<file path="src/rtl/rca_arb_seq.sv">
// rca_arb_seq: round-robin shared WIDTH-bit adder built on one 4-bit ripple slice, one nibble per cycle
module rca (
    input  logic [3:0] a,
    input  logic [3:0] b,
    input  logic       cin,
    output logic [3:0] s,
    output logic       c3
);
    logic [4:0] c;
    assign c[0] = cin;
    for (genvar i = 0; i < 4; i++) begin : g_bit
        assign s[i]   = a[i] ^ b[i] ^ c[i];
        assign c[i+1] = (a[i] & b[i]) | (c[i] & (a[i] ^ b[i]));
    end
    assign c3 = c[4];
endmodule

module rca_arb_seq #(
    parameter int WIDTH = 16
) (
    input  logic             clk,
    input  logic             rst_n,
    input  logic             req0_valid,
    output logic             req0_ready,
    input  logic [WIDTH-1:0] req0_a,
    input  logic [WIDTH-1:0] req0_b,
    input  logic             req0_cin,
    input  logic             req1_valid,
    output logic             req1_ready,
    input  logic [WIDTH-1:0] req1_a,
    input  logic [WIDTH-1:0] req1_b,
    input  logic             req1_cin,
    output logic             res_valid,
    input  logic             res_ready,
    output logic [WIDTH-1:0] res_sum,
    output logic             res_cout,
    output logic             res_id
);
    localparam int NIB = WIDTH / 4;
    localparam int IW  = NIB > 1 ? $clog2(NIB) : 1;

    typedef enum logic [1:0] {IDLE, RUN, DONE} state_t;
    state_t state, state_nx;

    logic [WIDTH-1:0] a_q, b_q;
    logic [IW-1:0]    idx;
    logic             carry, last_id, grant, accept, last_nib, c3;
    logic [3:0]       s;

    // on a tie the requester not served last wins; a lone requester always wins
    assign grant      = (req0_valid && req1_valid) ? ~last_id : req1_valid;
    assign req0_ready = rst_n && state == IDLE && req0_valid && !grant;
    assign req1_ready = rst_n && state == IDLE && req1_valid && grant;
    assign accept     = req0_ready || req1_ready;
    assign last_nib   = idx == IW'(NIB - 1);
    assign res_valid  = state == DONE;

    rca u_rca (
        .a  (a_q[{idx, 2'b00} +: 4]),
        .b  (b_q[{idx, 2'b00} +: 4]),
        .cin(carry),
        .s  (s),
        .c3 (c3)
    );

    always_ff @(posedge clk or negedge rst_n)
        if (!rst_n) state <= IDLE;
        else        state <= state_nx;

    always_comb begin
        state_nx = state;
        case (state)
            IDLE:    state_nx = accept ? RUN : IDLE;
            RUN:     state_nx = last_nib ? DONE : RUN;
            DONE:    state_nx = res_ready ? IDLE : DONE;
            default: state_nx = IDLE;
        endcase
    end

    always_ff @(posedge clk or negedge rst_n) begin
        if (!rst_n) begin
            a_q      <= '0;
            b_q      <= '0;
            idx      <= '0;
            carry    <= 1'b0;
            res_sum  <= '0;
            res_cout <= 1'b0;
            res_id   <= 1'b0;
            last_id  <= 1'b1;
        end else if (accept) begin
            a_q     <= grant ? req1_a : req0_a;
            b_q     <= grant ? req1_b : req0_b;
            carry   <= grant ? req1_cin : req0_cin;
            idx     <= '0;
            res_id  <= grant;
            last_id <= grant;
        end else if (state == RUN) begin
            res_sum[{idx, 2'b00} +: 4] <= s;
            carry <= c3;
            if (last_nib) res_cout <= c3;
            else          idx <= idx + 1'b1;
        end
    end
endmodule

</file>
<file path="config.mk">
export PLATFORM = sky130hd
export DESIGN_NAME = rca_arb_seq
export DESIGN_NICKNAME = d
export VERILOG_FILES = /design/src/rtl/rca_arb_seq.sv
export SDC_FILE = /design/constraint.sdc
export NUM_CORES = 1
export LEC_CHECK = 0
export CAP_MARGIN = 40
export CORE_ASPECT_RATIO = 1.4
export CORE_UTILIZATION = 30
export CTS_CLUSTER_DIAMETER = 150
export DETAILED_ROUTE_END_ITERATION = 10
export GPL_TIMING_DRIVEN = 0
export PLACE_DENSITY = 0.65
export SLEW_MARGIN = 10
export SYNTH_ARGS = -nofsm -noshare
export SYNTH_HDL_FRONTEND = slang
export SYNTH_SLANG_ARGS = --single-unit
</file>
<file path="constraint.sdc">
create_clock -name clk -period 2.78 [get_ports clk]
set_input_delay 0.556 -clock clk [delete_from_list [all_inputs] [get_ports clk]]
set_output_delay 0.556 -clock clk [all_outputs]
set_load 0.03 [all_outputs]
</file>
# --- After elaboration in Yosys (flattened, before gate mapping) ---
# Cells that the tools add are included.
classes:
  n_addsub: 2
  eq_ne: 4
  n_shift: 4
  n_mux: 14
  n_bitwise: 22
  n_reduce_logical: 13
op_table:
  columns: ["operator", "count"]
  rows:
  - ["$mux W16", 2]
  - ["$shiftx A16 B5 Y4", 2]
  - ["$bwmux W16", 1]
  - ["$shift A4 B6 Y16 const A", 1]
  - ["$shiftx A4 B6 Y16", 1]
  - ["$mux W2", 5]
  - ["$and A1 B1 Y1", 8]
  - ["$xor A1 B1 Y1", 8]
  - ["$logic_and A1 B1 Y1", 6]
  - ["$neg A4 Y6", 1]
  - ["$pmux W2 S3", 1]
  - ["$mux W1", 5]
  - ["$eq A2 B2 Y1 const B", 2]
  - ["$or A1 B1 Y1", 4]
  - ["$reduce_and A2 Y1", 2]
  - ["$reduce_and A3 Y1", 1]
  - ["$add A2 B1 Y2 const B", 1]
  - ["$eq A2 B1 Y1 const B", 1]
  - ["$logic_not A2 Y1", 1]
  - ["$ne A2 B2 Y1 const B", 1]
  - ["$not A1 Y1", 2]
  - ["$reduce_bool A2 Y1", 1]
  - ["$logic_not A1 Y1", 1]
  - ["$logic_or A1 B1 Y1", 1]
word_totals:
  reg_bits: 56
  inputBits: 71
  out_inout_bits: 21
  word_cells: 68

# --- Depth between registers and ports, before layout ---
# Gate-level depths: netlist (run 1).
depth:
  word_depth: 12
  ltp_mapped: 10
  depth_no_buf: 9

# --- By module ---
# A second synthesis (run 1) with hierarchy kept.
unflattened:
  hier_cells: 227
  area_unflattened_um2: 3155.5
modules_own_cells:
  columns: ["module", "instances", "cells_each", "area_each_um2", "seq_area_each_um2"]
  rows:
  - ["rca_arb_seq", 1, 213, 3037.9, 1402.6]
  - ["rca", 1, 14, 117.6, 0.0]

# --- Worst setup path after synthesis (run 1) ---
# Ideal clock, no wire load.
synth_path:
  path_kind: "reg2reg"
  from: "register idx[0]"
  to: "register res_sum[3]"
  t_arrival_ps: 2868
  required_ps: 2670
  path_slack_ps: -198
  stages_incl_launch_ff: 11
  n_path_buf: 1
  period_less_slack_ps: 2978
  cell_sequence: "dfrtp_1 buf_2 mux4_2 inv_1 fa_1 fa_1 inv_1 fa_1 fa_1 nand2_1 o41ai_1"
synth_between:
  elab_chain_len: 11
synth_lines:
  columns: ["item", "line", "text"]
  rows:
  - ["from (decl)", "46", "logic [IW-1:0] idx;"]
  - ["from (signal assigned)", "101", "else idx <= idx + 1'b1;"]
  - ["$shiftx A16 B5 Y4, on equally long branches", "59, 60", null]
  - ["$xor A1 B1 Y1", "12, 13", null]
  - ["$and A1 B1 Y1", "13", "assign c[i+1] = (a[i] & b[i]) | (c[i] & (a[i] ^ b[i]));"]
  - ["$or A1 B1 Y1", "13", null]
  - ["$and A1 B1 Y1", "13", null]
  - ["$or A1 B1 Y1", "13", null]
  - ["$and A1 B1 Y1", "13", null]
  - ["$or A1 B1 Y1", "13", null]
  - ["$xor A1 B1 Y1", "12", "assign s[i] = a[i] ^ b[i] ^ c[i];"]
  - ["$shiftx A4 B6 Y16", "98", "res_sum[{idx, 2'b00} +: 4] <= s;"]
  - ["$bwmux W16 (*)", "98", null]
  - ["to (signal, indexed assignment)", "98", null]
  - ["to (decl)", "35", "output logic [WIDTH-1:0] res_sum,"]
# Every way passes the cells marked *; elsewhere a longest branch is shown, timed or not.
# A chain may end at the register's enable or synchronous reset.

# --- Worst setup path in the final report (run 1) ---
layout_path:
  from: "register idx[0]"
  to: "register res_sum[11]"
# Same word-level chain as after synthesis.

==> results of run 1 <==
==> state kept, by name, indices dropped and copies added, names as in the netlist <==
register and count:
res_id 1, a_q 16, idx 2, b_q 16
state 2, res_cout 1, last_id 1, carry 1
res_sum 16
==> stage by stage <==
stage	util	TNS, ns
floorplan	-	-0.05083
global placement	0.4214	-95.69
detailed placement	0.4211	-2.767
CTS	0.4452	-0.2138
global route	0.4477	-0.7963
finish	0.4477	-0.2511
==> area by class of cell <==
class / count / area, sq um / share of cell area
Clock inverter: 2 / 35.03 / 0.007819
Tap cell: 135 / 168.9 / 0.03770
Sequential cell: 56 / 1404 / 0.3133
Buffer: 10 / 123.9 / 0.02765
Inverter: 13 / 48.80 / 0.01089
Clock buffer: 6 / 128.9 / 0.02876
Timing Repair Buffer: 97 / 967.2 / 0.2159
Multi-Input combinational cell: 150 / 1604 / 0.3580
==> synthesized netlist by cell type, types with 2 or more instances <==
cell type  number
mux4_2          8
o41ai_1         2
o21ai_0        13
buf_4           2
buf_12          3
mux2_4         27
ha_1            6
or4_1           4
mux2i_1         2
o31ai_1         2
inv_1          13
nor2_1          4
mux2_2         38
fa_1            4
buf_2           3
dfrtp_1        55
nor3b_1         2
nand2_1        21
nand3b_1        4
==> worst register-to-register path: cells and delay by family (launching register included) <==
family                   cells  cell delay [ns]
adder cells (fa/ha/maj)      4             1.22
multiplexers                 1             0.51
flip-flops                   1             0.39
AO/OA/AOI/OAI                1             0.30
buffers and inverters        3             0.25
AND/OR/NAND/NOR              1             0.08
==> logic make-up after synthesis <==
family / after synthesis
flops: 56
xor+xnor: 1
compound gates: 23
simple gates: 41
fa+ha+maj: 10
buf+inv: 23
mux: 75
==> report_power, final <==
part / leakage (nW) / total, mW / switching, mW / internal, mW
Sequential: 0.693 / 1.40 / 0.212 / 1.19
Combinational: 1.14 / 2.57 / 1.21 / 1.37
Clock: 0.0808 / 0.701 / 0.277 / 0.424
Total: 1.91 / 4.67 / 1.70 / 2.98
==> worst min path at each step <==
stage	to	slack (ns)	cells after the start
detailed placement	res_id$_DFFE_PN0N_	0.47	1
finish	res_sum[7]$_DFFE_PN0P_	0.12	1
global route	carry$_DFFE_PN0P_	0.16	1
floorplan	a_q[0]$_DFFE_PN0N_	0.26	0
global placement	res_id$_DFFE_PN0N_	0.47	1
CTS	res_id$_DFFE_PN0N_	0.19	1
==> cell usage in the layout (no fill, tap or decap), types with 2 or more instances in the layout <==
master            n
o21ai_0          13
o31ai_1           2
dfrtp_1          54
mux2_4           27
mux2_2           38
buf_4             8
inv_1            12
nand3b_1          4
mux4_2            8
buf_2             2
fa_2              2
nor2_1            4
fa_1              2
clkbuf_16         5
ha_1              6
nand2_1          20
or4_1             4
mux2i_1           2
o41ai_2           2
clkdlybuf4s50_1  88
buf_12            5
==> timing repair <==
| action | 4_1_cts | 5_1_grt |
|---|---|---|
| endpoints found under the setup margin | 12 | 5 |
| gates resized for setup | 11 | 4 |
| pin swaps | 3 | 2 |
| buffers inserted | 5 | 1 |
==> metal layers <==
layer  up-vias  part of all wire
li1       1024                 -
met1      1023              0.41
met2        58              0.54
met3         6             0.036
met4         0             0.011
met5         -                 0
==> flow_metrics.env, run 1 <==
export IMPL_outcome="complete, but fails checks"
export IMPL_violations="negative setup slack"
export IMPL_r2r_start="idx[0]$_DFFE_PN0P_"
export IMPL_total_power_mw=4.673
export IMPL_synth_top_family_by_area="multiplexers"
export IMPL_synth_xor_area_frac=0.002802
export IMPL_period_needed_ns=2.864
export IMPL_crit_path_end_kind="flip-flop"
export IMPL_grt_pass1_vias=2224
export IMPL_hpwl_microns=5167
export IMPL_layout_setup_ws_ns=-0.08382
export IMPL_grt_pass1_wl_microns=10870
export IMPL_cts_tree="built"
export IMPL_finalClockSkew_ns=0.005102
export IMPL_grtUsageMet1=0.1614
export IMPL_max_freq_mhz=349.2
export IMPL_path_clk_slew_ns=0.07
export IMPL_yosys_register_bits=56
export IMPL_grtUsageMet3=0.02824
export IMPL_htree_levels=2
export IMPL_preCtsSetupSlack_ns=-0.4436
export IMPL_fin_nets=414
export IMPL_antenna_left=0
export IMPL_num_antenna_cells=0
export IMPL_overflow=0
export IMPL_wire_per_inst_microns=14.29
export IMPL_crit_slowest_cell="fa_1"
export IMPL_reg2reg_depth=10
export IMPL_hp_class="in -> async"
export IMPL_worst_path_buf_inv=3
export IMPL_instances_no_fill=469
export IMPL_cts_buffers=5
export IMPL_vias=2111
export IMPL_nFillCells=933
export IMPL_worstMarginPinSlew_ns=0.4459
export IMPL_avgSynthCellArea_sq_um=13.65
export IMPL_die_w_microns=88.27
export IMPL_crit_type="reg -> reg"
export IMPL_crit_arrival_ns=3.05
export IMPL_crit_family="adder cells"
export IMPL_yosys_area_top_type="dfrtp_1"
export IMPL_r2r_slack_ns=-0.08
export IMPL_p_per_area_mw_per_mm2=1043
export IMPL_ys_seq_area_frac=0.4488
export IMPL_worstSetupStartpointType="flip-flop"
export IMPL_fin_crit_sh=1.030
export IMPL_grt_max_degree=59
export IMPL_cts_buffer_depth=2
export IMPL_synth_cell_type_count=35
export IMPL_maxSlewHeadroom=0.7021
export IMPL_place_area_sq_mm=0.004214
export IMPL_wl_microns=6704
export IMPL_globalplace_congestion=0.7901
export IMPL_max_stage_delay_ns=0.54
export IMPL_drv_slew=0
export IMPL_drt_pass1_iterations=4
export IMPL_busiest_layer="met2"
export IMPL_synth_area_leaders="dfrtp_1 44%, mux2_2 14%, mux2_4 13%"
export IMPL_cp_startpoint="idx[0]$_DFFE_PN0P_"
export IMPL_syn_inst=229
export IMPL_hold_ws_ns=0.1217
export IMPL_worst_path_stages=10
export IMPL_synth_compound_area_share=0.04644
export IMPL_area_growth_pct=43.35
export IMPL_synth_fa_ha_area_frac=0.04964
export IMPL_syn_nets=310
export IMPL_drc=0
export IMPL_regToRegEndpoint="res_sum[11]$_DFFE_PN0P_"
export IMPL_yosysWarnings=0
export IMPL_die_h_microns=122.8
export IMPL_drt_iter0_drc=47
export IMPL_synth_edf_count=0
export IMPL_crit_end="res_sum[11]$_DFFE_PN0P_"
export IMPL_synth_simple_area_share=0.07246
export IMPL_worstSkewPairLatency_ns=0.29
export IMPL_clock_sinks=56
export IMPL_synthFlopType="dfrtp_1"
export IMPL_leakagePower_nw=1.914
export IMPL_ys_async_sr_fraction=1.000
export IMPL_cp_required_ns=2.97
export IMPL_stdcell_area_sq_mm=0.004481
export IMPL_root_buffer="clkbuf_16"
export IMPL_antenna_found_initial=0
export IMPL_finalSetupViolCount=4
export IMPL_cp_cell_sequence="buf_12 > mux4_2 > inv_2 > fa_2 > fa_1 > inv_1 > fa_2 > fa_1 > nand2_2 > o41ai_2"
export IMPL_start_util=0.3123
export IMPL_synthMuxAreaShare=0.3307
export IMPL_cp_max_fo=5
export IMPL_die_area_sq_mm=0.01084
export IMPL_core_area_sq_mm=0.01001
export IMPL_synthesis_area_sq_mm=0.003125
export IMPL_maxCapViolations=0
export IMPL_io_buffers=91
export IMPL_placed_cells=455
export IMPL_synth_top_cell_area_share=0.4404
export IMPL_rsz0062_at_grt="yes"
export IMPL_via_per_inst=4.501
export IMPL_hold_viol=0
export IMPL_io_pins=92
export IMPL_peakVddDrop_mv=0.4483
export IMPL_layout_drive_gt1_share=0.3323
export IMPL_met2_usage=0.2332
export IMPL_rows=43
export IMPL_gr_usage_all_layers=0.1326
export IMPL_ctsHoldBuffers=0
Note: power is estimated with default switching activity, not from simulation.
==> inputs of run 2 (changes only) <==
==> constraint.sdc (replaced) <==
create_clock -name clk -period 2.78 [get_ports clk]
set_input_delay 0.556 -clock clk [delete_from_list [all_inputs] [get_ports clk]]
set_output_delay 0.556 -clock clk [all_outputs]
set_load 0.005 [all_outputs]
==> run 2 against run 1 <==
Against the previous run:
- the flow still finishes with violations (negative setup slack)
- sequential share of layout area rose by 0.079 points
- combinational power is 7% lower
- worst hold slack improved by 0.037 ns
- die area unchanged
- maximum frequency is essentially flat
- via count is 0.14% higher
- largest cell class unchanged
==> flow_metrics.env, run 2 (synthesized netlist as in run 1, its figures left out) <==
export IMPL_peakVddDrop_mv=0.4437
export IMPL_clock_sinks=56
export IMPL_preCtsSetupSlack_ns=-0.4122
export IMPL_final_common_cell="clkdlybuf4s50_1"
export IMPL_num_antenna_cells=0
export IMPL_layout_setup_ws_ns=-0.08310
export IMPL_layout_drive_gt1_share=0.3293
export IMPL_grt_pass1_vias=2229
export IMPL_root_buffer="clkbuf_16"
export IMPL_cp_max_fo=5
export IMPL_vias=2114
export IMPL_hp_class="in -> async"
export IMPL_die_area_sq_mm=0.01084
export IMPL_path_clk_slew_ns=0.07
export IMPL_max_freq_mhz=349.3
export IMPL_rows=43
export IMPL_reg_top3="a_q (16), b_q (16), res_sum (16)"
export IMPL_mostFrequentLayoutCells="90 x clkdlybuf4s50_1, 54 x dfrtp_1, 38 x mux2_2"
export IMPL_grt_pass1_wl_microns=10830
export IMPL_overflow=0
export IMPL_cp_required_ns=2.97
export IMPL_rsz0062_at_grt="yes"
export IMPL_total_power_mw=4.499
export IMPL_cp_startpoint="idx[0]$_DFFE_PN0P_"
export IMPL_io_buffers=91
export IMPL_fin_nets=414
export IMPL_r2r_slack_ns=-0.08
export IMPL_ctsHoldBuffers=0
export IMPL_htree_levels=2
export IMPL_wl_microns=6682
export IMPL_grt_max_degree=59
export IMPL_drt_iter0_drc=54
export IMPL_die_h_microns=122.8
export IMPL_violations="negative setup slack"
export IMPL_area_growth_pct=42.99
export IMPL_drc=0
export IMPL_core_area_sq_mm=0.01001
export IMPL_power_switching_mw=1.523
export IMPL_period_needed_ns=2.863
export IMPL_worstMarginPinSlew_ns=0.4462
export IMPL_maxCapViolations=0
export IMPL_start_util=0.3123
export IMPL_cts_buffers=5
export IMPL_finalSetupTns_ns=-0.2392
export IMPL_hold_viol=0
export IMPL_p_sw_frac=0.3386
export IMPL_hold_ws_ns=0.1591
export IMPL_p_per_area_mw_per_mm2=1007
export IMPL_gr_usage_all_layers=0.1323
export IMPL_crit_arrival_ns=3.05
export IMPL_worstSkewPairLatency_ns=0.29
export IMPL_outcome="complete, but fails checks"
export IMPL_hpwl_microns=5167
export IMPL_drv_slew=0
export IMPL_r2r_start="idx[0]$_DFFE_PN0P_"
export IMPL_fin_crit_sh=1.030
export IMPL_worstSetupStartpointType="flip-flop"
export IMPL_crit_type="reg -> reg"
export IMPL_via_per_inst=4.507
export IMPL_p_clk_frac=0.156
export IMPL_die_w_microns=88.27
export IMPL_antenna_left=0
export IMPL_finalSetupViolCount=4
export IMPL_leakagePower_nw=1.888
export IMPL_wire_per_inst_microns=14.25
export IMPL_comb_power_share=0.533
export IMPL_globalplace_congestion=0.7901
export IMPL_finalClockSkew_ns=0.004731
export IMPL_final_util=0.4466
export IMPL_p_int_mw=2.976
export IMPL_io_pins=92
export IMPL_maxSlewHeadroom=0.7019
export IMPL_crit_path_end_kind="flip-flop"
export IMPL_cts_tree="built"
export IMPL_drt_pass1_iterations=4
export IMPL_antenna_found_initial=0
export IMPL_cts_buffer_depth=2
export IMPL_p_seq_frac=0.311
[run 2: repair_timing]
action | 4_1_cts | 5_1_grt
pin swaps | 2 | 2
gates resized for setup | 8 | 4
setup buffers | 5 | 1
endpoints found under the hold margin | 0 | 0
setup endpoints to repair | 12 | 6
cloned | 0 | 0
[run 2: stage by stage]
stage	cell area (sq um)	instances
2_1_floorplan	3137	229
3_3_place_gp	4217	455
3_5_place_dp	4214	455
4_1_cts	4448	468
5_1_grt	4469	469
6_report	4469	469
[run 2: path summary, 6_finish.rpt]
path / to / cells after the start
max reg2reg: res_sum[11]$_DFFE_PN0P_ / 10
min in group clk: res_sum[2]$_DFFE_PN0P_ / 2
min: res_sum[7]$_DFFE_PN0P_ / 1
min reg2reg: res_sum[2]$_DFFE_PN0P_ / 2
max: res_sum[11]$_DFFE_PN0P_ / 10
max in group asynchronous: res_sum[12]$_DFFE_PN0P_ / 1
[run 2: routing by layer]
metal / track usage / share of wire / vias to the layer above
li1: - / - / 1025
met5: 0 / 0 / -
met2: 0.2332 / 0.53 / 62
met1: 0.1606 / 0.42 / 1019
met4: 0.03730 / 0.014 / 0
met3: 0.02824 / 0.037 / 8
[run 2: power by group through the flow]
stage | clock network, mW | registers (mW) | logic, mW
floorplan | 0 | 1.35 | 1.61
global placement | 0 | 1.40 | 2.26
detailed placement | 0 | 1.42 | 2.30
CTS | 0.724 | 1.40 | 2.41
global route | 0.746 | 1.44 | 2.66
finish | 0.700 | 1.40 | 2.40
[run 2: final cells by class]
| cell class | instances | area, sq um |
|---|---|---|
| buffer | 10 | 123.9 |
| tap | 135 | 168.9 |
| clock inverter | 2 | 35.03 |
| timing repair buffer | 97 | 960.9 |
| inverter | 13 | 48.80 |
| clock buffer | 6 | 128.9 |
| fill | 933 | 5538 |
| sequential | 56 | 1404 |
| multi-input combinational | 150 | 1599 |
[run 2: worst max-delay path, cell delays in order, from the launching register on]
cell	delay (ns)
dfrtp_2	0.39
buf_12	0.12
mux4_2	0.51
inv_2	0.08
fa_2	0.19
fa_1	0.15
inv_1	0.05
fa_2	0.34
fa_1	0.54
nand2_2	0.08
o41ai_2	0.30
